**config.mk**
```make
export PLATFORM = sky130hd
export DESIGN_NAME = uart_csr_arbiter
export DESIGN_NICKNAME = d
export VERILOG_FILES = /design/src/rtl/uart_csr_arbiter.sv
export SDC_FILE = /design/constraint.sdc
export NUM_CORES = 1
export LEC_CHECK = 0
export CAP_MARGIN = 20
export CORE_UTILIZATION = 30
export CTS_BUF_LIST = sky130_fd_sc_hd__clkbuf_8
export DETAILED_ROUTE_END_ITERATION = 10
export DONT_BUFFER_PORTS = 1
export PLACE_DENSITY = 0.43
export SYNTH_ARGS = -nofsm -noshare
export SYNTH_HDL_FRONTEND = slang
export SYNTH_SLANG_ARGS = --single-unit
```
**constraint.sdc**
```tcl
create_clock -name sys_clk -period 2 [get_ports sys_clk]
set_clock_uncertainty 0.05 [all_clocks]
set_input_delay 0.4 -clock sys_clk [delete_from_list [all_inputs] [get_ports sys_clk]]
set_output_delay 0.4 -clock sys_clk [all_outputs]
set_load 0.05 [all_outputs]
```
**src/rtl/uart_csr_arbiter.sv**
```systemverilog
`default_nettype none
// =============================================================================
// Module   : uart_csr_arbiter
// Brief    : Round-robin two-master arbiter onto the UART CSR port, with lock
//            support and fixed UART read-latency handling.
// Revision : 1.0
// =============================================================================
module uart_csr_arbiter #(
    parameter int CSR_AW   = 14,
    parameter int CSR_DW   = 32,
    parameter int RD_LAT   = 1,
    parameter int LOCK_MAX = 4
) (
    input  logic              sys_clk,
    input  logic              sys_rst,
    input  logic              m0_req,
    input  logic              m0_we,
    input  logic [CSR_AW-1:0] m0_a,
    input  logic [CSR_DW-1:0] m0_di,
    input  logic              m0_lock,
    output logic              m0_ack,
    output logic [CSR_DW-1:0] m0_do,
    input  logic              m1_req,
    input  logic              m1_we,
    input  logic [CSR_AW-1:0] m1_a,
    input  logic [CSR_DW-1:0] m1_di,
    input  logic              m1_lock,
    output logic              m1_ack,
    output logic [CSR_DW-1:0] m1_do,
    output logic [CSR_AW-1:0] csr_a,
    output logic              csr_we,
    output logic [CSR_DW-1:0] csr_di,
    input  logic [CSR_DW-1:0] csr_do,
    output logic              busy
);

    typedef enum logic [1:0] {
        S_IDLE  = 2'd0,
        S_ISSUE = 2'd1,
        S_WAIT  = 2'd2,
        S_ACK   = 2'd3
    } state_t;

    localparam logic [2:0] c_WCNT_LAST = 3'(RD_LAT - 1);
    localparam logic [4:0] c_LOCK_MAX  = 5'(LOCK_MAX);

    state_t              r_state,      w_state_nxt;
    logic                r_sel,        w_sel_nxt;
    logic                r_we,         w_we_nxt;
    logic [CSR_AW-1:0]   r_a,          w_a_nxt;
    logic [CSR_DW-1:0]   r_di,         w_di_nxt;
    logic [2:0]          r_wcnt,       w_wcnt_nxt;
    logic                r_last_gnt,   w_last_nxt;
    logic                r_lock_vld,   w_lock_vld_nxt;
    logic                r_lock_id,    w_lock_id_nxt;
    logic [3:0]          r_lock_cnt,   w_lock_cnt_nxt;
    logic [CSR_AW-1:0]   r_csr_a,      w_csr_a_nxt;
    logic                r_csr_we,     w_csr_we_nxt;
    logic [CSR_DW-1:0]   r_csr_di,     w_csr_di_nxt;
    logic                r_m0_ack,     w_m0_ack_nxt;
    logic                r_m1_ack,     w_m1_ack_nxt;
    logic [CSR_DW-1:0]   r_m0_do,      w_m0_do_nxt;
    logic [CSR_DW-1:0]   r_m1_do,      w_m1_do_nxt;
    logic                r_busy,       w_busy_nxt;

    logic                w_cand0;
    logic                w_cand1;
    logic                w_pick;
    logic                w_we_pick;
    logic [CSR_AW-1:0]   w_a_pick;
    logic [CSR_DW-1:0]   w_di_pick;
    logic                w_lock_req;
    logic [4:0]          w_lock_inc;
    logic [CSR_DW-1:0]   w_cap;

    // While a lock is held only the owner may be granted.
    assign w_cand0    = m0_req & (~r_lock_vld | ~r_lock_id);
    assign w_cand1    = m1_req & (~r_lock_vld |  r_lock_id);
    assign w_pick     = (w_cand0 & w_cand1) ? ~r_last_gnt : w_cand1;
    assign w_we_pick  = w_pick ? m1_we : m0_we;
    assign w_a_pick   = w_pick ? m1_a  : m0_a;
    assign w_di_pick  = w_pick ? m1_di : m0_di;
    assign w_lock_req = r_sel ? m1_lock : m0_lock;
    assign w_lock_inc = {1'b0, r_lock_cnt} + 5'd1;
    assign w_cap      = r_we ? '0 : csr_do;

    always_comb begin
        w_state_nxt    = r_state;
        w_sel_nxt      = r_sel;
        w_we_nxt       = r_we;
        w_a_nxt        = r_a;
        w_di_nxt       = r_di;
        w_wcnt_nxt     = r_wcnt;
        w_last_nxt     = r_last_gnt;
        w_lock_vld_nxt = r_lock_vld;
        w_lock_id_nxt  = r_lock_id;
        w_lock_cnt_nxt = r_lock_cnt;
        w_csr_a_nxt    = '0;
        w_csr_we_nxt   = 1'b0;
        w_csr_di_nxt   = '0;
        w_m0_ack_nxt   = 1'b0;
        w_m1_ack_nxt   = 1'b0;
        w_m0_do_nxt    = '0;
        w_m1_do_nxt    = '0;
        case (r_state)
            S_IDLE: begin
                if (w_cand0 || w_cand1) begin
                    w_state_nxt  = S_ISSUE;
                    w_sel_nxt    = w_pick;
                    w_we_nxt     = w_we_pick;
                    w_a_nxt      = w_a_pick;
                    w_di_nxt     = w_di_pick;
                    w_csr_a_nxt  = w_a_pick;
                    w_csr_di_nxt = w_di_pick;
                    w_csr_we_nxt = w_we_pick;
                end
            end
            S_ISSUE: begin
                w_state_nxt  = S_WAIT;
                w_wcnt_nxt   = '0;
                w_csr_a_nxt  = r_a;
                w_csr_di_nxt = r_di;
            end
            S_WAIT: begin
                if (r_wcnt == c_WCNT_LAST) begin
                    w_state_nxt  = S_ACK;
                    w_m0_ack_nxt = ~r_sel;
                    w_m1_ack_nxt = r_sel;
                    if (r_sel) begin
                        w_m1_do_nxt = w_cap;
                    end else begin
                        w_m0_do_nxt = w_cap;
                    end
                end else begin
                    w_wcnt_nxt   = r_wcnt + 3'd1;
                    w_csr_a_nxt  = r_a;
                    w_csr_di_nxt = r_di;
                end
            end
            S_ACK: begin
                w_state_nxt = S_IDLE;
                w_last_nxt  = r_sel;
                if (w_lock_req && (w_lock_inc < c_LOCK_MAX)) begin
                    w_lock_vld_nxt = 1'b1;
                    w_lock_id_nxt  = r_sel;
                    w_lock_cnt_nxt = w_lock_inc[3:0];
                end else begin
                    w_lock_vld_nxt = 1'b0;
                    w_lock_id_nxt  = 1'b0;
                    w_lock_cnt_nxt = '0;
                end
            end
            default: w_state_nxt = S_IDLE;
        endcase
        w_busy_nxt = (w_state_nxt != S_IDLE);
    end

    always_ff @(posedge sys_clk) begin
        if (!sys_rst) begin
            r_state    <= S_IDLE;
            r_sel      <= 1'b0;
            r_we       <= 1'b0;
            r_a        <= '0;
            r_di       <= '0;
            r_wcnt     <= '0;
            r_last_gnt <= 1'b1;
            r_lock_vld <= 1'b0;
            r_lock_id  <= 1'b0;
            r_lock_cnt <= '0;
            r_csr_a    <= '0;
            r_csr_we   <= 1'b0;
            r_csr_di   <= '0;
            r_m0_ack   <= 1'b0;
            r_m1_ack   <= 1'b0;
            r_m0_do    <= '0;
            r_m1_do    <= '0;
            r_busy     <= 1'b0;
        end else begin
            r_state    <= w_state_nxt;
            r_sel      <= w_sel_nxt;
            r_we       <= w_we_nxt;
            r_a        <= w_a_nxt;
            r_di       <= w_di_nxt;
            r_wcnt     <= w_wcnt_nxt;
            r_last_gnt <= w_last_nxt;
            r_lock_vld <= w_lock_vld_nxt;
            r_lock_id  <= w_lock_id_nxt;
            r_lock_cnt <= w_lock_cnt_nxt;
            r_csr_a    <= w_csr_a_nxt;
            r_csr_we   <= w_csr_we_nxt;
            r_csr_di   <= w_csr_di_nxt;
            r_m0_ack   <= w_m0_ack_nxt;
            r_m1_ack   <= w_m1_ack_nxt;
            r_m0_do    <= w_m0_do_nxt;
            r_m1_do    <= w_m1_do_nxt;
            r_busy     <= w_busy_nxt;
        end
    end

    assign m0_ack = r_m0_ack;
    assign m1_ack = r_m1_ack;
    assign m0_do  = r_m0_do;
    assign m1_do  = r_m1_do;
    assign csr_a  = r_csr_a;
    assign csr_we = r_csr_we;
    assign csr_di = r_csr_di;
    assign busy   = r_busy;

endmodule
`default_nettype wire
```
======== Word-level counts from Yosys, hierarchy flattened ========
Index checks and enable logic that the tools add are counted.
storage, ports and cells
  bits in registers ....................... 174
  memories ................................ 0
  input port bits ......................... 132
  bits in latches ......................... 0
  memory bits (writable) .................. 0
  bits in read-only memories .............. 0
  logic and storage cells ................. 69
  output and inout bits ................... 114
cells by class
  shift operators ......................... 0
  mux-type cells .......................... 20
  reductions and logical operators ........ 12
  multiply operators ...................... 0
  bitwise logic cells ..................... 12
  $add $sub $neg .......................... 2
  order comparisons ....................... 1
  equality and inequality tests ........... 4
  divide/modulo/power cells ............... 0
operators by type and width
  kind                                                                   number
  32-bit two-way mux                                                     4
  32-bit one-hot mux with 3 select lines                                 1
  14-bit two-way mux                                                     3
  14-bit one-hot mux with 3 select lines                                 1
  2-bit one-hot mux with 4 select lines                                  1
  1-bit inverter                                                         7
  3-bit one-hot mux with 2 select lines                                  1
  3-bit AND reduction                                                    2
  4-bit by 1-bit adder with 5-bit output (second input constant)         1
  5-bit by 3-bit < comparator with 1-bit output (second input constant)  1
  1-bit two-way mux                                                      5
  2-bit == test (second input constant)                                  2
  2-bit two-way mux                                                      2
  4-bit two-way mux                                                      1
  2-bit AND reduction                                                    2
  4-bit AND reduction                                                    1
  2-bit nonzero test                                                     2
  4-bit OR reduction                                                     1
  3-bit by 1-bit adder with 3-bit output (second input constant)         1
  1-bit AND                                                              3
  3-bit zero test                                                        1
  3-bit two-way mux                                                      1
  2-bit by 1-bit == test with 1-bit output (second input constant)       1
  2-bit zero test                                                        1
  4 further kinds                                                        5

======== Logic depth before layout (Yosys ltp) ========
  depth in word-level cells ............... 8
  mapped depth ............................ 8

======== Least setup slack after synthesis ========
Ideal clock, no wire load.
  path kind ............................... flip-flop to flip-flop
  start point ............................. register r_state[0]
  end point ............................... register r_csr_a[0], in the netlist csr_a[0]
  data required time ...................... 1830 ps
  clock period less this slack ............ 1529 ps
  setup slack ............................. 471 ps
  library setup time ...................... 120 ps
  data arrival time ....................... 1359 ps
  cell stages (with the launch flop) ...... 9
  path through ............................ dfxtp_1 > inv_1 > ha_1 > clkbuf_1 > a21oi_1 > nor2b_1 > buf_4 > buf_2 > o2bb2ai_1
on the way
  longest elaborated chain between the ends .. 2
  elaborated cells on any way between the ends .. 4
  classes of those cells .................. eq/ne (2); mux (1); reduce/logical (1)
RTL lines
  item                                        RTL line  RTL
  start: declaration                          47        state_t r_state, w_state_nxt;
  start signal: assignment                    179       r_state <= w_state_nxt;
  2-bit == test (tied with other cells)       105       case (r_state)
  14-bit one-hot mux with 3 select lines (*)  105
  end signal: assignment                      189       r_csr_a <= w_csr_a_nxt;
  end: declaration                            57        logic [CSR_AW-1:0] r_csr_a, w_csr_a_nxt;
Mark *: on every way between the ends. The rest lies on a longest branch, timed or not.
A chain may end at the register's enable or synchronous reset.

======== Final worst setup path ========
  start point ............................. register r_lock_vld
  end point ............................... register r_csr_a[13], in the netlist csr_a[13]
on the way
  longest elaborated chain between the ends .. 8
  elaborated cells on any way between the ends .. 11
  classes of those cells .................. mux (4); bitwise (6); reduce/logical (1)
RTL lines
  item                                        RTL line  RTL
  start: declaration                          54        logic r_lock_vld, w_lock_vld_nxt;
  start signal: assignment                    186       r_lock_vld <= w_lock_vld_nxt;
  1-bit inverter (*)                          77, 78
  1-bit OR, on equally long branches          77, 78
  1-bit AND, on equally long branches         77, 78
  1-bit AND                                   79        assign w_pick = (w_cand0 & w_cand1) ? ~r_last_gnt : w_cand1;
  1-bit two-way mux                           79
  14-bit two-way mux                          81        assign w_a_pick = w_pick ? m1_a : m0_a;
  14-bit two-way mux (*)                      107       if (w_cand0 || w_cand1) begin
  14-bit one-hot mux with 3 select lines (*)  105
Marks and branches as above.

==> summary.md <==
| Metric | Value |
|---|---|
| Yosys top cell by area | dfxtp_1 |
| Power Density | ~1500 nW/um2 |
| Die X | between 100 and 150 um |
| Pleak | approximately 2.7 nW |
| Min Tclk post-route | 1760 ps |
| Antenna diodes | 0 |
| Actual transition at the worst max-transition pin | between 500 and 600 ps |
| Highest routed metal layer | met4 |
| Clock transition at path regs | 100 ps |
| DRC | 0 |
| Period utilization | 88.1% |
| Final nets | 704 |
| Final setup viols | 0 |
| Worst EP required | roughly 2300 ps |
| Initial Utilization | between 30% and 40% |
| Layout area overhead | 12.5% |
| Fin. Hold Viols | 0 |
| Final slew viol count | 0 |
| Total congestion overflow | 0 |
| DIE HEIGHT | approximately 140 um |
| Drt total wl | ~14000 um |
| Vias in the first global route | roughly 4000 |
| Vias | 4023 |
| GP Congestion | around 0.69 |
| Clk_lat worst skew | approximately 450 ps |
| Die Area | 20500 um2 |
| WP data arrival | approximately 2000 ps |
| Mapped Area | 5980 um2 |
| Post-synth top area share | between 50% and 60% |
| Register area share after synthesis | about three fifths |
| Cell variety after synth | 34 |
| F_max | ~570 MHz |
| Remaining antenna violation count | 0 |
| CTS tree | built |
| Crit path to | csr_a[13] |
| Cts bufs inserted | 17 |
| TNS Setup | 0 ps |
| GRT Total Usage | between 10% and 20% |
| DRT Pass-1 Iters | 4 |
| Port bufs | 0 |
| Run status | completed |
| CP Max Fanout | 48 |
| Critical R2R Launch | r_lock_vld |
| Crit start category | flip-flop |
| DR iter-0 viols | 206 |
| R2r endpoint | csr_a[13] |
| R2R setup slack | about 240 ps |
| Met3 wire length | roughly 1300 um |
| Leading post-synthesis cells by cell area | dfxtp_1 (58%), mux2i_1 (8.4%), o2bb2ai_1 (6.7%) |
| Warnings, synthesis | 0 |
| Worst R2R Path Depth | 5 |
| Syn nets | approximately 700 |
| Yosys reg bits | ~170 |
| Site row count | approximately 50 |
| Post-DR wirelength/cell | 16.7 um |
| Mapped Cells | approximately 570 |
| # fillers | around 2000 |
| Layout cells sized above 1 | 8.48% |
| Initial antenna violation count | 0 |
| Wl on met1 | ~5800 um |
| Hold crit path type | primary input to flip-flop |
| Setup crit end kind | flip-flop |
| MaxCap Viol Count | 0 |
| Clk root buf | clkbuf_8 |
| Pin count of the biggest net entering global routing | 56 |
| Worst vdd ir | between 0.5 and 0.6 mV |
| Global-route wire length before repair | around 22000 um |
| Half-perimeter wire length after placement | 8840 um |
| WHS | approximately 43 ps |
| Num ports | ~250 |
| RSZ-0062 raised after global routing | no |
| Worst Setup SP | r_lock_vld |
| H-Tree Depth | 4 |
| Vias/cell | 4.77 |
| Core area | ~20000 um2 |
| Clock buffer depth | 2 |
| Relative slew slack | 64.0% |
| WL met2 | just under 7000 um |
| Avg Inst Size Synth | ~11 um2 |
| Post-CTS Resized | 0 |
| Setup Crit Path Kind | flip-flop to flip-flop |
| Clk sink count | 174 |
-- worst max-delay path, cell delays in order (launching register included) --
cell       delay, ps
dfxtp_1          490
nand2b_1         150
o211ai_4         110
buf_12           330
mux2i_1          350
o2bb2ai_1        110
-- through the flow --
step	util, %	instance area (um2)	total power [mW]	setup WS [ps]	cells
final	34.5	6730	10.3	238	843
after global routing	34.5	6730	10.9	62.7	843
after CTS	34.5	6730	10.4	215	843
after detailed placement	32.1	6270	7.78	251	806
after global placement	32.1	6270	7.74	299	806
after floorplan	-	5980	7.17	471	569
-- cell usage after synthesis, drive strengths merged --
master,count
nor2,66
and2,6
nor2b,6
nand2b,34
a22oi,1
a21boi,3
o21bai,1
o211ai,1
nor3b,1
o2bb2ai,46
nor3,1
buf,24
nand3b,1
a21oi,50
o21a,1
o22ai,1
nand2,8
inv,10
nand4,4
a32oi,3
dfxtp,174
mux2i,50
o21ai,51
and2b,1
ha,7
clkbuf,17
or2,1
-- cell families (layout without fill, tap and decap cells) --
kind of cell	Yosys count	after routing	synth area share, %
flip-flops	174	174	58.2
adder cells (fa/ha/maj)	7	7	1.46
AO/OA/AOI/OAI	158	158	16.9
multiplexers	50	50	8.36
buffers and inverters	51	60	4.60
AND/OR/NAND/NOR	129	129	10.5
-- cell type report --
type | count | area [um2] | area share [%]
multi-input cells | 344 | 2240 | 33.3
well taps | 265 | 332 | 4.92
clock buffers | 17 | 234 | 3.48
repair buffers | 18 | 223 | 3.31
flip-flops and latches | 174 | 3480 | 51.7
inverters | 10 | 37.5 | 0.558
clock inverters | 15 | 183 | 2.71
-- routing by layer --
metal | vias up | global-route usage, %
li1 | 1956 | -
met1 | 1898 | 15.4
met2 | 162 | 24.0
met3 | 7 | 6.17
met4 | 0 | 4.20
met5 | - | 0
-- sequential cells by signal, indices dropped and copies added (netlist names) --
signal      count
busy            1
csr_a          14
csr_di         32
csr_we          1
m0_ack          1
m0_do          32
m1_ack          1
m1_do          32
r_a            14
r_di           32
r_last_gnt      1
r_lock_cnt      4
r_lock_id       1
r_lock_vld      1
r_sel           1
r_state         2
r_wcnt          3
r_we            1
-- placed cells by master (no fill, tap or decap), types with 6 or more instances in the layout --
cell type / instances
ha_1: 7
inv_1: 11
nor2_1: 66
o21ai_0: 28
clkbuf_8: 17
buf_4: 7
nand2_1: 7
buf_12: 6
dfxtp_1: 174
nand2b_1: 34
o21ai_1: 23
mux2i_1: 50
and2_1: 6
a21oi_1: 49
o2bb2ai_1: 46
-- power by group --
part / leakage (nW) / switching [mW] / internal, mW
logic: 1.07 / 1.18 / 0.830
clock network: 0.211 / 1.34 / 1.26
registers: 1.42 / 1.50 / 4.17
total: 2.71 / 4.03 / 6.26
-- how the worst min path moves through the flow --
stage	start	endpoint	depth (start not counted)
2_1_floorplan	r_a[10]	csr_a[10]	1
3_3_place_gp	r_di[15]	csr_di[15]	1
3_5_place_dp	r_di[19]	csr_di[19]	1
4_1_cts	csr_do[13]	m0_do[13]	2
5_1_grt	sys_rst	r_lock_id	1
6_report	csr_do[13]	m0_do[13]	2
-- repair_timing --
item,in CTS,in global routing
hold buffers,5,0
buffers inserted,0,0
hold endpoints to repair,7,0
Note: power is estimated with default switching activity, not from simulation.
